<file path="config.mk">
export PLATFORM = sky130hd
export DESIGN_NAME = reg_scoreboard
export DESIGN_NICKNAME = d
export VERILOG_FILES = /design/src/rtl/reg_scoreboard_pkg.sv /design/src/rtl/reg_scoreboard_counter.sv /design/src/rtl/reg_scoreboard.sv
export SDC_FILE = /design/constraint.sdc
export NUM_CORES = 1
export LEC_CHECK = 0
export ABC_CLOCK_PERIOD_IN_PS = 6210
export CORE_ASPECT_RATIO = 1.1
export CORE_UTILIZATION = 55
export CTS_CLUSTER_DIAMETER = 50
export DETAILED_ROUTE_END_ITERATION = 8
export HOLD_SLACK_MARGIN = 0.02
export PLACE_DENSITY = 0.89
export SKIP_LAST_GASP = 1
export SYNTH_ARGS = -nofsm -noshare
export SYNTH_HDL_FRONTEND = slang
export SYNTH_SLANG_ARGS = --single-unit
</file>
<file path="constraint.sdc">
create_clock -name CLK -period 6.21 [get_ports CLK]
set_clock_uncertainty 0.05 [all_clocks]
set_input_delay 0.9315 -clock CLK [delete_from_list [all_inputs] [get_ports CLK]]
set_output_delay 0.9315 -clock CLK [all_outputs]
set_load 0.01 [all_outputs]
</file>
<file path="src/rtl/reg_scoreboard_pkg.sv">
// reg_scoreboard_pkg
// Shared sizing constants for the decode-stage register scoreboard, plus the
// writeback bypass selection used on each of the three operand paths.
//   NUM_REGS      architectural register count (register 0 is hardwired zero)
//   REG_W         register number width
//   DATA_W        register data width
//   CNT_W_DEFAULT default width of each outstanding-write counter
package reg_scoreboard_pkg;

  localparam int NUM_REGS      = 32;
  localparam int REG_W         = 5;
  localparam int DATA_W        = 32;
  localparam int CNT_W_DEFAULT = 2;

  // The register file only commits at the clock edge, so a read of the
  // register being written this cycle must take the writeback data instead.
  // Register 0 is never bypassed; its read data is already zero.
  function automatic logic [DATA_W-1:0] bypass(
    input logic              wr_en,
    input logic [REG_W-1:0]  wr_reg,
    input logic [REG_W-1:0]  src_reg,
    input logic [DATA_W-1:0] wr_data,
    input logic [DATA_W-1:0] rf_data
  );
    if (wr_en && (wr_reg == src_reg) && (src_reg != '0))
      return wr_data;
    return rf_data;
  endfunction

endpackage

</file>
<file path="src/rtl/reg_scoreboard_counter.sv">
// sb_counter
// One per-register outstanding-write counter.
//   CLK, RESET  clock, asynchronous active-low reset
//   inc         an issue targeting this register was accepted
//   dec         a writeback to this register retired
//   clr         flush: drop every in-flight write
//   nonzero     at least one write outstanding
//   is_one      exactly one write outstanding
//   is_max      counter saturated
module sb_counter #(
  parameter int CNT_W = 2
) (
  input  logic CLK,
  input  logic RESET,
  input  logic inc,
  input  logic dec,
  input  logic clr,
  output logic nonzero,
  output logic is_one,
  output logic is_max
);

  logic [CNT_W-1:0] count;

  assign nonzero = (count != '0);
  assign is_one  = (count == CNT_W'(1));
  assign is_max  = &count;

  // Simultaneous inc and dec cancel. The saturation guards only matter if a
  // caller ignores nonzero/is_max; the scoreboard never does.
  always_ff @(posedge CLK or negedge RESET) begin
    if (!RESET) begin
      count <= '0;
    end else if (clr) begin
      count <= '0;
    end else if (inc && !dec) begin
      if (!is_max)
        count <= count + CNT_W'(1);
    end else if (dec && !inc) begin
      if (nonzero)
        count <= count - CNT_W'(1);
    end
  end

endmodule

</file>
<file path="src/rtl/reg_scoreboard.sv">
// reg_scoreboard
// Decode-stage register scoreboard with writeback bypass. Tracks in-flight
// writes per architectural register, stalls issue on RAW hazards or counter
// saturation, and forwards same-cycle writeback data onto the operand paths.
//   CLK, RESET                 clock, asynchronous active-low reset
//   Issue_Valid/Writes/Dest    instruction presented by decode
//   UseA/B/C, RegA1/B1/C1      source operands read and their registers
//   DataA1/B1/C1               raw register file read data
//   Write1/WriteReg1/WriteData1 writeback port (same as register file write)
//   Flush                      squash all in-flight instructions
//   Stall                      issue blocked this cycle
//   FwdA/B/C                   operand data after bypass
//   Pending                    bit r set while register r has writes in flight
//   Underflow                  sticky: writeback with no write outstanding
module reg_scoreboard
  import reg_scoreboard_pkg::*;
#(
  parameter int CNT_W = CNT_W_DEFAULT
) (
  input  logic              CLK,
  input  logic              RESET,
  input  logic              Issue_Valid,
  input  logic              Issue_Writes,
  input  logic [REG_W-1:0]  Issue_Dest,
  input  logic              UseA,
  input  logic              UseB,
  input  logic              UseC,
  input  logic [REG_W-1:0]  RegA1,
  input  logic [REG_W-1:0]  RegB1,
  input  logic [REG_W-1:0]  RegC1,
  input  logic [DATA_W-1:0] DataA1,
  input  logic [DATA_W-1:0] DataB1,
  input  logic [DATA_W-1:0] DataC1,
  input  logic              Write1,
  input  logic [REG_W-1:0]  WriteReg1,
  input  logic [DATA_W-1:0] WriteData1,
  input  logic              Flush,
  output logic              Stall,
  output logic [DATA_W-1:0] FwdA,
  output logic [DATA_W-1:0] FwdB,
  output logic [DATA_W-1:0] FwdC,
  output logic [NUM_REGS-1:0] Pending,
  output logic              Underflow
);

  logic [NUM_REGS-1:0] nonzero;
  logic [NUM_REGS-1:0] is_one;
  logic [NUM_REGS-1:0] is_max;
  logic [NUM_REGS-1:0] inc;
  logic [NUM_REGS-1:0] dec;

  logic wr_valid;
  logic haz_a;
  logic haz_b;
  logic haz_c;
  logic dest_full;
  logic accept;

  // Register 0 is never tracked; tying its flags low makes every hazard and
  // retire term false for it without extra comparisons.
  assign nonzero[0] = 1'b0;
  assign is_one[0]  = 1'b0;
  assign is_max[0]  = 1'b0;
  assign inc[0]     = 1'b0;
  assign dec[0]     = 1'b0;

  assign wr_valid = Write1 && (WriteReg1 != '0);

  genvar r;
  generate
    for (r = 1; r < NUM_REGS; r++) begin : g_cnt
      assign dec[r] = wr_valid && (WriteReg1 == REG_W'(r)) && nonzero[r];
      assign inc[r] = accept && (Issue_Dest == REG_W'(r));

      sb_counter #(.CNT_W(CNT_W)) u_cnt (
        .CLK     (CLK),
        .RESET   (RESET),
        .inc     (inc[r]),
        .dec     (dec[r]),
        .clr     (Flush),
        .nonzero (nonzero[r]),
        .is_one  (is_one[r]),
        .is_max  (is_max[r])
      );
    end
  endgenerate

  // A source waiting only on the write retiring this cycle is satisfied by
  // the bypass. A full destination counter frees a slot if it retires now.
  always_comb begin
    haz_a     = UseA && nonzero[RegA1] && !(is_one[RegA1] && dec[RegA1]);
    haz_b     = UseB && nonzero[RegB1] && !(is_one[RegB1] && dec[RegB1]);
    haz_c     = UseC && nonzero[RegC1] && !(is_one[RegC1] && dec[RegC1]);
    dest_full = Issue_Writes && is_max[Issue_Dest] && !dec[Issue_Dest];
    Stall     = Issue_Valid && (haz_a || haz_b || haz_c || dest_full);
    accept    = Issue_Valid && !Stall && Issue_Writes && (Issue_Dest != '0);
  end

  assign FwdA    = bypass(Write1, WriteReg1, RegA1, WriteData1, DataA1);
  assign FwdB    = bypass(Write1, WriteReg1, RegB1, WriteData1, DataB1);
  assign FwdC    = bypass(Write1, WriteReg1, RegC1, WriteData1, DataC1);
  assign Pending = nonzero;

  // A writeback for a register with nothing outstanding points at a pipeline
  // bug (or a write surviving a flush); remember it until reset.
  always_ff @(posedge CLK or negedge RESET) begin
    if (!RESET)
      Underflow <= 1'b0;
    else if (wr_valid && !nonzero[WriteReg1])
      Underflow <= 1'b1;
  end

endmodule

</file>
=== After elaboration in Yosys (flattened, before gate mapping) ===
Cells that the tools add are included.

* Bits in registers: 63
* Bits of input ports: 162
* Output and inout bits: 130
* Logic and storage cells: 823

* Add/subtract/negate cells: 62
* $lt $le $gt $ge: 5
* Equality and inequality tests: 127
* Muxes and demuxes: 188
* Reductions and logical operators: 409

{| class="wikitable"
|+ Operator list
! kind !! number
|-
| 2-bit 2-to-1 mux || 155
|-
| 32-bit 2-to-1 mux || 6
|-
| 3-bit nonzero test || 62
|-
| 1-bit logical AND || 178
|-
| 5-bit equality test, second input constant || 32
|-
| 3-bit inequality test, second input constant || 31
|-
| 3-bit AND reduction || 31
|-
| 5-bit by 4-bit equality test with 1-bit output, second input constant || 16
|-
| 1-bit logical NOT || 68
|-
| 2-bit by 1-bit adder with 2-bit output, second input constant || 31
|-
| 2-bit by 1-bit equality test with 1-bit output, second input constant || 31
|-
| 2-bit AND reduction || 31
|-
| 2-bit nonzero test || 31
|-
| 2-bit by 1-bit subtractor with 2-bit output, second input constant || 31
|-
| 1-bit binary-select mux with 5-bit select || 12
|-
| 5-bit by 3-bit equality test with 1-bit output, second input constant || 8
|-
| 5-bit by 6-bit less-than comparator with 1-bit output, second input constant || 5
|-
| 5-bit nonzero test || 5
|-
| 5-bit by 2-bit equality test with 1-bit output, second input constant || 4
|-
| 5-bit equality test || 3
|-
| 1-bit 2-to-1 mux || 15
|-
| 5-bit by 1-bit equality test with 1-bit output, second input constant || 2
|-
| 1-bit logical OR || 3
|}

=== Longest topological paths before layout ===
Gate-level depths: netlist of run 1.

* Word-level depth: 23
* Gate-level depth with buffers: 16
* Gate-level depth less buffers: 12

=== Hierarchy ===
Synthesis of run 1 repeated with hierarchy kept, for this count alone.

* Cells, all modules: 1255
* Area, all modules: 11250.8 um^2

{| class="wikitable"
|+ Modules (own cells, without submodules)
! module !! instances !! cells each !! area an instance (um^2) !! seq. area each (um^2)
|-
| reg_scoreboard || 1 || 697 || 5936.9 || 25.0
|-
| sb_counter || 31 || 18 || 171.4 || 50.0
|}

=== Worst setup path before layout of run 1 ===
Ideal clock, no wire load.

* Kind: in2out
* Start: input RegB1[1]
* End: output FwdB[0]
* Arrival time: 3.430 ns
* Data required time: 5.228 ns
* Setup slack: 1.798 ns
* Cell stages on the path: 8
* Buffers on the path: 3
* Cells stage by stage: clkbuf_1 -> clkbuf_1 -> nand2_1 -> a21oi_1 -> nand2_1 -> a2111oi_0 -> clkbuf_1 -> mux2_2

* Longest elaborated chain between the ends: 5
* Elaborated cells between the ends (all ways): 6
* Classes of those cells: eq/ne (1); mux (2); reduce/logical (3)

{| class="wikitable"
|+ Ends and longest elaborated chain
! what !! line !! source
|-
| from (decl) || reg_scoreboard.sv:29 || <nowiki>input logic [REG_W-1:0] RegB1,</nowiki>
|-
| 5-bit equality test || reg_scoreboard_pkg.sv:25 || <nowiki>if (wr_en && (wr_reg == src_reg) && (src_reg != '0))</nowiki>
|-
| 1-bit logical AND || reg_scoreboard_pkg.sv:25 ||
|-
| 1-bit logical AND * || reg_scoreboard_pkg.sv:25 ||
|-
| 1-bit 2-to-1 mux * || reg_scoreboard_pkg.sv:25 ||
|-
| 32-bit 2-to-1 mux * || reg_scoreboard_pkg.sv:27 || <nowiki>return rf_data;</nowiki>
|-
| to (decl) || reg_scoreboard.sv:40 || <nowiki>output logic [DATA_W-1:0] FwdB,</nowiki>
|}

Every way passes the cells marked *; elsewhere a longest branch is shown, timed or not.

=== Final worst setup path of run 1 ===
* Start: input WriteReg1[2]
* End: output Stall

* Longest elaborated chain between the ends: 13
* Elaborated cells between the ends (all ways): 118
* Classes of those cells: eq/ne (31); mux (8); reduce/logical (79)

{| class="wikitable"
|+ Ends and longest elaborated chain
! what !! line !! source
|-
| from (decl) || reg_scoreboard.sv:35 || <nowiki>input logic [REG_W-1:0] WriteReg1,</nowiki>
|-
| 5-bit nonzero test || reg_scoreboard.sv:67 || <nowiki>assign wr_valid = Write1 && (WriteReg1 != '0);</nowiki>
|-
| 1-bit logical AND || reg_scoreboard.sv:67 ||
|-
| 1-bit logical AND (2 in a row) || reg_scoreboard.sv:72 || <nowiki>assign dec[r] = wr_valid && (WriteReg1 == REG_W'(r)) && nonzero[r];</nowiki>
|-
| 1-bit binary-select mux with 5-bit select (on tied branches) || reg_scoreboard.sv:91, reg_scoreboard.sv:92 ||
|-
| 1-bit 2-to-1 mux (on tied branches) || reg_scoreboard.sv:91, reg_scoreboard.sv:92 ||
|-
| 1-bit logical AND (on tied branches) || reg_scoreboard.sv:91, reg_scoreboard.sv:92 ||
|-
| 1-bit logical NOT (on tied branches) || reg_scoreboard.sv:91, reg_scoreboard.sv:92 ||
|-
| 1-bit logical AND (on tied branches) || reg_scoreboard.sv:91, reg_scoreboard.sv:92 ||
|-
| 1-bit logical OR (2 in a row) || reg_scoreboard.sv:95 || <nowiki>Stall = Issue_Valid && (haz_a || haz_b || haz_c || dest_full);</nowiki>
|-
| 1-bit logical OR * || reg_scoreboard.sv:95 ||
|-
| 1-bit logical AND * || reg_scoreboard.sv:95 ||
|-
| to (decl) || reg_scoreboard.sv:38 || <nowiki>output logic Stall,</nowiki>
|}

Every way passes the cells marked *; elsewhere a longest branch is shown, timed or not. The select of a mux whose other input is x is not followed.

==> results of run 1 <==
-- critical path, stage by stage --
cell and delay, ns:
clkdlybuf4s50_1 0.82, or2_2 0.52, o21ai_0 0.37, a2111oi_0 0.11, o21ai_0 0.20, nand4_1 0.15, a211oi_2 0.58, o41a_1 0.32
clkdlybuf4s50_1 0.56
-- stage by stage --
step                utilization  cells  worst slack (ns)  cell area (um2)  hold WS [ns]
floorplan                     -   1261              1.80            10900         0.457
finish                    0.726   1711             0.660            14000         0.512
detailed placement        0.708   1691             0.852            13600         0.503
CTS                       0.725   1707             0.802            13900         0.521
global route              0.726   1710             0.491            14000         0.538
global placement          0.708   1691             0.788            13600         0.501
-- flip-flops by register name, summed over array words and instances (netlist names) --
signal             cells
Underflow              1
g_cnt.u_cnt.count     62
-- area by class of cell --
cell class / count / area (um2) / area share
multi-input combinational: 948 / 8180 / 0.586
timing repair buffer: 322 / 3140 / 0.225
sequential: 63 / 1580 / 0.113
inverter: 111 / 417 / 0.0298
tap: 247 / 309 / 0.0221
clock buffer: 10 / 239 / 0.0171
clock inverter: 6 / 92.6 / 0.00663
antenna: 4 / 10.0 / 0.000717
-- power groups by stage --
stage | registers, mW | clock network [mW] | logic (mW)
floorplan | 0.455 | 0 | 0.468
global placement | 0.458 | 0 | 0.825
CTS | 0.453 | 0.586 | 0.842
global route | 0.456 | 0.604 | 0.903
finish | 0.453 | 0.589 | 0.874
detailed placement | 0.460 | 0 | 0.836
-- worst max-delay path by stage --
stage / startpoint / end / slack, ns / cells past startpoint
2_1_floorplan: RegB1[1] / FwdB[0] / 1.80 / 8
3_3_place_gp: WriteReg1[4] / Stall / 0.79 / 9
3_5_place_dp: WriteReg1[2] / Stall / 0.85 / 9
4_1_cts: WriteReg1[2] / Stall / 0.80 / 9
5_1_grt: WriteReg1[2] / Stall / 0.49 / 9
6_report: WriteReg1[2] / Stall / 0.66 / 9
-- routing by layer --
metal	GRT usage	vias to the layer above
met4	0.330	0
met2	0.732	1104
met3	0.179	313
met1	0.536	5649
li1	-	4999
met5	0	-
-- layout by cell type, fill, tap and decap left out, types with 10 or more instances in the layout --
master,synthesis,final
a211oi_1,37,37
a21oi_1,40,40
a31oi_1,22,22
and2_1,15,15
and3b_1,12,12
buf_4,39,31
clkdlybuf4s50_1,0,286
dfrtp_1,63,63
ha_1,93,93
inv_1,110,110
mux2_2,103,103
mux2i_1,25,25
mux4_2,56,56
nand2_1,59,59
nand2b_1,10,10
nand3_1,29,29
nand4_1,16,16
nor2_1,69,69
nor3_1,60,59
o211a_1,14,14
o21ai_0,28,28
o22ai_1,27,27
or3_1,30,30
xnor2_1,61,61
-- cell families after synthesis --
group                    Yosys count  share of synthesized area
buffers and inverters            250                      0.106
flip-flops                        63                      0.145
XOR/XNOR                          66                     0.0543
multiplexers                     184                      0.245
adder cells (fa/ha/maj)           96                      0.110
other                              1                   0.000344
AO/OA/AOI/OAI                    231                      0.150
AND/OR/NAND/NOR                  370                      0.189
==> impl_metrics.env, run 1 <==
export IMPL_yosys_warnings=0
export IMPL_p_sw_frac=0.374
export IMPL_critPathArrivalTime_ns=4.57
export IMPL_worstMarginPinSlew_ns=1.08
export IMPL_fmax_mhz=180
export IMPL_hold_viol=0
export IMPL_syn_area_um2=10900
export IMPL_critPathRequiredTime_ns=5.23
export IMPL_pwr_share_clk=0.308
export IMPL_switching_power_uw=717
export IMPL_synthFlopType="dfrtp_1"
export IMPL_firstDrtPassIters=8
export IMPL_peakVddDrop_v=0.000134
export IMPL_power_mw=1.92
export IMPL_leakagePower_nw=5.61
export IMPL_yosysTopAreaCellShare=0.145
export IMPL_grt_use_total=0.473
export IMPL_cts_tree="yes"
export IMPL_drive_above_1_share=0.164
export IMPL_synthArstFlopShare=1.00
export IMPL_drc=0
export IMPL_highest_layer="met4"
export IMPL_clock_latency_ns=0.36
export IMPL_cts_sink_count=63
export IMPL_grt_max_degree=64
export IMPL_yosysSeqAreaShare=0.145
export IMPL_gp_congestion=1.06
export IMPL_routed_wl_mm=48.4
export IMPL_synth_top_cell_by_area="dfrtp_1"
export IMPL_synthTopCellsByArea="dfrtp_1 14%, mux4_2 12%, ha_1 11%"
export IMPL_critPathLaunchType="input pin"
export IMPL_finalSetupTns_ns=0
export IMPL_fp_row_count=53
export IMPL_synth_top_cells_by_count="110 x inv_1, 103 x mux2_2, 93 x ha_1"
export IMPL_port_buffer_count=290
export IMPL_power_frac_comb=0.456
export IMPL_clock_path_buffers=2
export IMPL_die_width_um=136
export IMPL_yosys_cell_types_count=88
export IMPL_r2r_start="g_cnt[16].u_cnt.count[0]"
export IMPL_rrSetupSlack_ns=2.02
export IMPL_slew_viol_final=0
export IMPL_pwr_share_seq=0.237
export IMPL_hpwl_mm=36.2
export IMPL_worstSetupPathType="input pin to primary output"
export IMPL_clk_pin_slew_ns=0.06
export IMPL_endpoint_kind="primary output"
export IMPL_die_h_um=150
export IMPL_hold_path_class="flip-flop to flip-flop"
export IMPL_cts_made_buffers=9
export IMPL_grt_pass1_vias=11800
export IMPL_start_util=0.566
export IMPL_avgSynthCellArea_um2=8.64
export IMPL_nets=1710
export IMPL_io_pins=292
export IMPL_vias_per_cell=7.05
export IMPL_powerDensity_nw_per_um2=137
export IMPL_drt_iter0_drc=1695
export IMPL_min_delay_path_depth=2
export IMPL_worstRegToRegCells=13
export IMPL_ant_nets=0
export IMPL_dieArea_um2=20400
export IMPL_grt_pass1_wl_mm=70.7
export IMPL_syn_nets=1516
export IMPL_wl_met3_mm=7.32
export IMPL_timing_slew_headroom=0.280
export IMPL_core_area_um2=19200
export IMPL_ys_ff_latch=63
export IMPL_met1_length_mm=15.8
export IMPL_worst_r2r_endpoint="g_cnt[6].u_cnt.count[1]"
export IMPL_synthCells=1261
export IMPL_drt_wirelength_per_cell_um=28.3
export IMPL_htreeDepth=3
export IMPL_syn2layout_area_growth_pct=28.2
export IMPL_maxCapViolCount=0
export IMPL_cts_setup_buffers=0
export IMPL_antenna_found_initial=4
export IMPL_fin_crit_sh=0.894
export IMPL_fin_crit_ns=5.55
export IMPL_ctsResizeCount=0
export IMPL_finalSetupViolations=0
export IMPL_post_synth_top_count_cell="inv_1"
export IMPL_min_from="Underflow"
export IMPL_vias=12100
export IMPL_route_met2_wl_mm=21.6
export IMPL_status="complete, no violations"
export IMPL_min_to="Underflow"
export IMPL_grt_overflow_total=0
export IMPL_hold_buffers=0
export IMPL_fill_cells=1421
export IMPL_crit_fanout=19
export IMPL_cts_root_buffer="clkbuf_16"
export IMPL_p_int_mw=1.20
export IMPL_synth_edf_count=0
export IMPL_rsz0062_at_grt="no"
No activity file was read; power rests on OpenSTA's default activity.
==> run 2, diff against run 1 <==
--- a/config.mk
+++ b/config.mk
@@ -7,11 +7,11 @@
 export LEC_CHECK = 0
 export ABC_CLOCK_PERIOD_IN_PS = 6210
 export CORE_ASPECT_RATIO = 1.1
-export CORE_UTILIZATION = 55
+export CORE_UTILIZATION = 40
 export CTS_CLUSTER_DIAMETER = 50
 export DETAILED_ROUTE_END_ITERATION = 8
 export HOLD_SLACK_MARGIN = 0.02
-export PLACE_DENSITY = 0.89
+export PLACE_DENSITY = 0.66
 export SKIP_LAST_GASP = 1
 export SYNTH_ARGS = -nofsm -noshare
 export SYNTH_HDL_FRONTEND = slang
==> run 2 against run 1 <==
Compared with the run above: via count down 5.2%; combinational power down 0.5%; sequential share of layout area decreased by 0.12 points; hold slack gained 0.013 ns; cell count is 6.5% higher; routed wire length up 2.5%; utilization shrank 19 points; global-route usage shrank 12 points; count of clock-buffer cells in the layout increased by 2; clock power decreased by 10%; sequential cell count is the same; cell area is 1.1% higher.
==> impl_metrics.env, run 2 (synthesized netlist as in run 1, its figures left out) <==
export IMPL_status="complete, no violations"
export IMPL_io_pins=292
export IMPL_dieArea_um2=27900
export IMPL_hold_path_class="flip-flop to flip-flop"
export IMPL_critPathRequiredTime_ns=5.23
export IMPL_die_width_um=159
export IMPL_endpoint_kind="primary output"
export IMPL_leakagePower_nw=5.64
export IMPL_power_mw=1.85
export IMPL_clk_pin_slew_ns=0.06
export IMPL_die_h_um=175
export IMPL_rsz0062_at_grt="no"
export IMPL_crit_fanout=20
export IMPL_powerDensity_nw_per_um2=131
export IMPL_final_common_cell="clkdlybuf4s50_1"
export IMPL_grt_pass1_wl_mm=71.7
export IMPL_vias_per_cell=6.27
export IMPL_drc=0
export IMPL_critPathArrivalTime_ns=4.71
export IMPL_port_buffer_count=290
export IMPL_start_util=0.412
export IMPL_peakVddDrop_v=0.000157
export IMPL_placed_cells=1805
export IMPL_grt_pass1_vias=10900
export IMPL_timing_slew_headroom=0.331
export IMPL_fp_row_count=62
export IMPL_cts_root_buffer="clkbuf_16"
export IMPL_stdcell_count=1823
export IMPL_fin_crit_ns=5.69
export IMPL_drt_iter0_drc=1335
export IMPL_ctsResizeCount=0
export IMPL_firstDrtPassIters=6
export IMPL_fmax_mhz=176
export IMPL_maxCapViolCount=0
export IMPL_cts_sink_count=63
export IMPL_grt_util_met1=0.412
export IMPL_top_regs="g_cnt.u_cnt.count (62), Underflow (1)"
export IMPL_finalSetupViolations=0
export IMPL_hold_buffers=0
export IMPL_fill_cells=2446
export IMPL_cts_setup_buffers=0
export IMPL_worstRegToRegCells=13
export IMPL_finalSetupTns_ns=0
export IMPL_syn2layout_area_growth_pct=29.6
export IMPL_top_register="g_cnt.u_cnt.count"
export IMPL_grtUsageMet2=0.581
export IMPL_cts_made_buffers=9
export IMPL_clock_path_buffers=2
export IMPL_busiest_layer="met2"
export IMPL_worstMarginPinSlew_ns=1.00
export IMPL_htreeDepth=3
export IMPL_r2r_start="g_cnt[5].u_cnt.count[1]"
export IMPL_hold_viol=0
export IMPL_rrSetupSlack_ns=2.17
export IMPL_grt_overflow_total=0
export IMPL_worst_r2r_endpoint="g_cnt[6].u_cnt.count[1]"
export IMPL_vias=11400
export IMPL_min_from="Underflow"
export IMPL_routed_wl_mm=49.6
export IMPL_gp_congestion=0.982
export IMPL_core_area_um2=26500
export IMPL_gr_usage_met3=0.0845
export IMPL_largest_reg_flops=62
export IMPL_layout_common_cells="286 x clkdlybuf4s50_1, 110 x inv_1, 103 x mux2_2"
export IMPL_worstSetupPathType="input pin to primary output"
export IMPL_dp_slack_ns=0.670
export IMPL_min_to="Underflow"
export IMPL_drive_above_1_share=0.168
export IMPL_cts_tree="yes"
export IMPL_hold_ws_ns=0.525
export IMPL_min_delay_path_depth=2
export IMPL_clock_latency_ns=0.36
export IMPL_slew_viol_final=0
export IMPL_fin_crit_sh=0.917
export IMPL_worst_slack_ns=0.518
export IMPL_nets=1719
export IMPL_hpwl_mm=38.5
export IMPL_grt_use_total=0.349
export IMPL_drt_wirelength_per_cell_um=27.2
export IMPL_grt_max_degree=64
export IMPL_antenna_found_initial=5
export IMPL_ant_nets=0
export IMPL_critPathLaunchType="input pin"
==> run 2: changes by cell type in the layout (fill, tap and decap cells not counted), sizes merged <==
cell and change:
buf +9, clkbuf +2, bufinv -1, clkinvlp -1
diode -1, inv -1
==> run 2: layer usage <==
layer	part of all wire	vias to the layer above
met2	0.47	815
met4	0.054	2
met5	0.00026	-
met3	0.11	135
li1	-	5004
met1	0.37	5482
==> run 2: where the power goes <==
group | switching (mW) | leakage [nW] | internal, mW | total, mW
Clock | 0.201 | 0.145 | 0.330 | 0.530
Sequential | 0.0186 | 0.872 | 0.434 | 0.453
Combinational | 0.467 | 4.62 | 0.404 | 0.870
Total | 0.686 | 5.64 | 1.17 | 1.85
==> run 2: worst max path at each step <==
stage	slack, ns	to	startpoint
floorplan	1.80	FwdB[0]	RegB1[1]
global placement	0.65	Stall	WriteReg1[2]
detailed placement	0.67	Stall	WriteReg1[2]
CTS	0.65	Stall	WriteReg1[4]
global route	0.41	Stall	WriteReg1[4]
finish	0.52	Stall	WriteReg1[4]
==> run 2: cell type report <==
cell class	instances	area (um2)	share of cell area
inverter	111	417	0.0295
clock buffer	12	256	0.0182
multi-input combinational	948	8180	0.580
sequential	63	1580	0.112
clock inverter	3	42.5	0.00301
antenna	3	7.51	0.000532
timing repair buffer	331	3190	0.226
tap	352	440	0.0312
==> run 2: worst max-delay path, cell delays in order <==
cell	delay, ns
clkdlybuf4s50_1	0.87
nand4b_2	0.64
or3_4	0.48
a2111oi_0	0.44
o21ai_0	0.17
nand4b_1	0.16
nand2_1	0.07
o41a_1	0.43
clkdlybuf4s50_1	0.50
==> run 2: per-stage QoR <==
stage / util / cell area [um2]
floorplan: - / 10900
finish: 0.533 / 14100
CTS: 0.533 / 14100
global placement: 0.522 / 13800
global route: 0.533 / 14100
detailed placement: 0.522 / 13800
